<file path="src/rtl/instr_feeder.sv">
// rtl/instr_feeder.sv - serial instruction loader with program buffer replayed to the cpu core
module instr_feeder #(
  parameter int WIDTH = 9,
  parameter int DEPTH = 8,
  parameter int AW    = 3
) (
  input  logic             CLK,
  input  logic             RESET,
  input  logic             SER_DATA,
  input  logic             SER_STROBE,
  input  logic             CLEAR,
  input  logic             RUN,
  input  logic             LOOP,
  output logic [WIDTH-1:0] INSTRUCTION,
  output logic             write_en,
  output logic [AW:0]      count,
  output logic             overflow,
  output logic             busy
);

  localparam int BW = $clog2(WIDTH);

  typedef enum logic [1:0] {IDLE, PLAY, DONE} state_t;

  state_t           state_q, state_d;
  logic [WIDTH-1:0] mem [DEPTH];
  logic [WIDTH-1:0] shreg;
  logic [WIDTH-1:0] shreg_d;
  logic [BW-1:0]    bit_cnt;
  logic             strobe_q;
  logic [AW:0]      rd_ptr;
  logic             issue, issue_first, ptr_clr;
  logic             capture, word_done, full, store;

  assign shreg_d   = {shreg[WIDTH-2:0], SER_DATA};
  assign capture   = (state_q == IDLE) && SER_STROBE && !strobe_q;
  assign word_done = capture && (bit_cnt == BW'(WIDTH - 1));
  assign full      = (count == (AW+1)'(DEPTH));
  // CLEAR wins over a word completing on the same edge
  assign store     = word_done && !full && !CLEAR;
  assign busy      = (state_q != IDLE);

  always_comb begin
    state_d     = state_q;
    issue       = 1'b0;
    issue_first = 1'b0;
    ptr_clr     = 1'b0;
    case (state_q)
      IDLE: begin
        if (RUN && count != '0) begin
          issue_first = 1'b1;
          state_d     = PLAY;
        end
      end
      PLAY: begin
        if (!RUN) begin
          ptr_clr = 1'b1;
          state_d = IDLE;
        end else if (rd_ptr < count) begin
          issue = 1'b1;
        end else if (LOOP) begin
          issue_first = 1'b1;
        end else begin
          state_d = DONE;
        end
      end
      DONE: begin
        if (!RUN) begin
          ptr_clr = 1'b1;
          state_d = IDLE;
        end
      end
      default: state_d = IDLE;
    endcase
  end

  always_ff @(posedge CLK or posedge RESET) begin
    if (RESET) begin
      state_q     <= IDLE;
      INSTRUCTION <= '0;
      write_en    <= 1'b0;
      count       <= '0;
      overflow    <= 1'b0;
      bit_cnt     <= '0;
      shreg       <= '0;
      rd_ptr      <= '0;
      strobe_q    <= 1'b0;
    end else begin
      state_q  <= state_d;
      strobe_q <= SER_STROBE;
      write_en <= issue || issue_first;

      if (state_q == IDLE && CLEAR) begin
        count    <= '0;
        bit_cnt  <= '0;
        overflow <= 1'b0;
      end else if (capture) begin
        shreg <= shreg_d;
        if (word_done) begin
          bit_cnt <= '0;
          if (full) overflow <= 1'b1;
          else      count    <= count + (AW+1)'(1);
        end else begin
          bit_cnt <= bit_cnt + BW'(1);
        end
      end

      if (issue_first) begin
        INSTRUCTION <= mem[0];
        rd_ptr      <= (AW+1)'(1);
      end else if (issue) begin
        INSTRUCTION <= mem[rd_ptr[AW-1:0]];
        rd_ptr      <= rd_ptr + (AW+1)'(1);
      end else if (ptr_clr) begin
        rd_ptr <= '0;
      end
    end
  end

  // buffer contents need no reset
  always_ff @(posedge CLK) begin
    if (store) mem[count[AW-1:0]] <= shreg_d;
  end

endmodule

</file>
<file path="config.mk">
export PLATFORM = sky130hd
export DESIGN_NAME = instr_feeder
export DESIGN_NICKNAME = d
export VERILOG_FILES = /design/src/rtl/instr_feeder.sv
export SDC_FILE = /design/constraint.sdc
export NUM_CORES = 1
export LEC_CHECK = 0
export BUFFER_PORTS_ARGS = -buffer_cell sky130_fd_sc_hd__buf_2
export CAP_MARGIN = 5
export CORE_ASPECT_RATIO = 2
export CORE_MARGIN = 2
export CORE_UTILIZATION = 50
export CTS_CLUSTER_DIAMETER = 40
export DETAILED_ROUTE_END_ITERATION = 10
export PLACE_DENSITY = 0.7
export SKIP_LAST_GASP = 1
export SYNTH_ARGS = -nofsm -noshare
export SYNTH_HDL_FRONTEND = slang
export SYNTH_SLANG_ARGS = --single-unit
</file>
<file path="constraint.sdc">
create_clock -name CLK -period 3.7 [get_ports CLK]
set_input_delay 0.37 -clock CLK [delete_from_list [all_inputs] [get_ports CLK]]
set_output_delay 0.37 -clock CLK [all_outputs]
set_load 0.01 [all_outputs]
</file>
==> results.py <==
metrics = {
    "sta": {
        "hold_slack_ns": 0.0998,
        "finalSetupViolCount": 0,
        "rsz0062_at_grt": "no",
        "drv_slew": 0,
        "period_minus_slack_ns": 2.97,
        "tightestPinTransition_ns": 0.905,
        "max_slew_margin_pct": 39.7,
        "setup_tns_ns": 0,
        "final_hold_viol_count": 0,
        "fmaxAchievable_mhz": 337,
        "setup_slack_ns": 0.729,
        "fin_skew_ns": 0.00559,
        "timing.final.crit_share_pct": 80.3,
    },
    "worst_setup_path": {
        "critPathCaptureType": "flop",
        "rr_endpoint": "mem[4][1]",
        "rrSetupSlack_ns": 0.73,
        "cpPeakStageDelay_ns": 0.66,
        "path_cells": "inv_1 > ha_1 > nand3b_1 > nor4_2 > nand3_1 > nor2_1",
        "crit_slowest_cell": "nor2_1",
        "r2r-start": "state_q[0]",
        "start_kind": "flop",
        "crit_fanout": 9,
        "arrival_ns": 2.95,
        "worstRegToRegCells": 6,
        "cp.required_ns": 3.68,
        "crit_type": "flop to flop",
    },
    "final_layout": {
        "diodes": 0,
        "final_cells": 407,
        "drive_gt1_share_pct": 25.7,
        "final_cell_area_mm2": 0.00503,
        "post-route-util_pct": 58.2,
        "area_delta_synth_final_pct": 12.4,
        "fin_nets": 320,
    },
    "routing": {
        "drc": 0,
        "wl_per_cell_um": 21.9,
        "dr.pass1.iters": 4,
        "routed_wl_mm": 8.89,
        "via_per_inst": 5.91,
        "ant_nets": 0,
        "num_vias": 2406,
        "drt_iter0_markers": 162,
    },
    "yosys": {
        "synth_top_cells_by_area": "edfxtp_1 48%, dfrtp_1 19%, mux4_2 9.1%",
        "synthAdderAreaFrac_pct": 3.08,
        "synth_top_family_by_area": "multiplexers",
        "synthXorXnorAreaFrac_pct": 0.783,
        "seq_area_frac_synth_pct": 67.3,
        "synth_top_cells_by_count": "72 x edfxtp_1, 34 x dfrtp_1, 18 x mux4_2, 15 x nor2_1, 14 x nor3_1",
        "synthCells": 272,
        "ys_ff_latch": 106,
        "syn_area_mm2": 0.00448,
        "ys.flop_type": "edfxtp_1",
        "avgSynthCellArea_um2": 16.5,
        "synthArstFlopShare_pct": 32.1,
        "synth_edf_count": 72,
        "yosysWarnings": 0,
        "synth_cell_types": 42,
        "muxShareOfSynthArea_pct": 14.0,
        "synth_compound_gate_area_share_pct": 5.40,
        "synthSimpleGateAreaFrac_pct": 7.05,
        "synth_top_area_share_pct": 48.3,
        "yosysMostFrequentCell": "edfxtp_1",
        "synth_nets": 290,
        "yosys.area.top_type": "edfxtp_1",
    },
    "place": {
        "gp_congestion": 0.834,
        "dp_hpwl_mm": 6.50,
        "dpl_cell_area_mm2": 0.00471,
        "dp_slack_ns": 0.737,
        "dp_cells": 391,
        "portBuffers": 22,
    },
    "clock_tree": {
        "ctsHoldBuffers": 0,
        "cts_made_buffers": 9,
        "cts_resized": 0,
        "cts.sinks": 106,
        "post_cts_buffers": 0,
        "cts_tree": "done",
        "clk_latency_ns": 0.35,
        "path_clk_slew_ns": 0.07,
        "clk_path_buf_depth": 2,
        "clockRootBuffer": "clkbuf_16",
        "htreeDepth": 3,
    },
    "pwr": {
        "power_leakage_nw": 1.87,
        "p_per_area_mw_per_mm2": 632,
        "peakVddDrop_v": 0.000325,
        "total_power_mw": 3.18,
    },
    "floorplanning": {
        "io_pins": 23,
        "fp.dieH_um": 138,
        "core-area_mm2": 0.00865,
        "die_w_um": 70.9,
        "row_count": 48,
        "die_area_mm2": 0.00977,
        "initial_core_util_pct": 51.8,
    },
    "global_routing": {
        "grt_pass1_wl_mm": 14.1,
        "antenna_found_initial": 0,
        "grt.overflow.total": 0,
        "gr-usage-all-layers_pct": 20.3,
        "grt_max_degree": 35,
        "grt_pass1_vias": 2528,
    },
    "hold_path": {
        "hp-class": "input pin to async pin",
    },
    "run_status": {
        "run_status": "completed",
    },
    "job": {
        "cap_violations": 0,
    },
}
metal layers:
layer | part of all wire, % | GRT usage, % | routed length, um
met5 | 0 | 0 | 0
met4 | 3.6 | 10.4 | 323
met3 | 3.7 | 5.05 | 326
met2 | 58 | 37.2 | 5150
met1 | 35 | 21.1 | 3090
kinds of logic (layout without fill, tap and decap cells):
| family | Yosys count | count (layout) |
|---|---|---|
| simple gates | 60 | 60 |
| mux | 39 | 39 |
| flops | 106 | 106 |
| xor+xnor | 4 | 4 |
| fa+ha+maj | 11 | 11 |
| compound gates | 29 | 29 |
| buf+inv | 23 | 58 |
final cells by class:
| cell class | count | area [um2] |
|---|---|---|
| multi-input combinational | 143 | 1360 |
| fill | 664 | 3620 |
| timing repair buffer | 29 | 163 |
| inverter | 13 | 48.8 |
| sequential | 106 | 3010 |
| clock inverter | 6 | 96.3 |
| tap | 100 | 125 |
| clock buffer | 10 | 229 |
power by group:
group | internal, mW | switching, mW
clock | 0.603 | 0.428
sequential | 1.43 | 0.177
combinational | 0.283 | 0.258
total | 2.31 | 0.864
worst max-delay path, delay by kind of cell (launching register included):
| kind | cells | cell delay, ns |
|---|---|---|
| adders and majority gates | 1 | 0.30 |
| buffers and inverters | 1 | 0.11 |
| DFF | 1 | 0.39 |
| and+or+nand+nor | 4 | 1.80 |
worst max path at each step:
stage          startpoint  cells after the start         to
2_1_floorplan  state_q[0]                      7  mem[0][0]
3_3_place_gp   state_q[0]                      6  mem[3][3]
3_5_place_dp   state_q[0]                      6  mem[4][0]
4_1_cts        state_q[0]                      6  mem[4][1]
5_1_grt        state_q[0]                      6  mem[4][3]
6_report       state_q[0]                      6  mem[4][1]
cells in the final DEF (no fill, tap or decap), types with 2 or more instances in the layout:
master / n
buf_4: 7
o21a_1: 2
edfxtp_1: 72
clkbuf_16: 9
nand3b_1: 2
nand2b_1: 3
a221o_1: 9
a21oi_1: 4
and3_1: 3
buf_2: 22
mux2i_1: 12
nand3_1: 8
nor3_1: 14
nand2_1: 6
mux4_2: 18
nor2b_1: 2
xnor2_1: 4
inv_6: 2
inv_1: 13
mux2_2: 9
ha_1: 11
a211oi_1: 2
nor2_1: 15
dfrtp_1: 34
a31o_2: 2
bufinv_16: 2
registers in the layout (all words and copies together), names as in the netlist, 2 cells and up:
signal / count
INSTRUCTION: 9
state_q: 2
count: 4
bit_cnt: 4
mem: 72
shreg: 8
rd_ptr: 4
No activity file was read; power rests on OpenSTA's default activity.
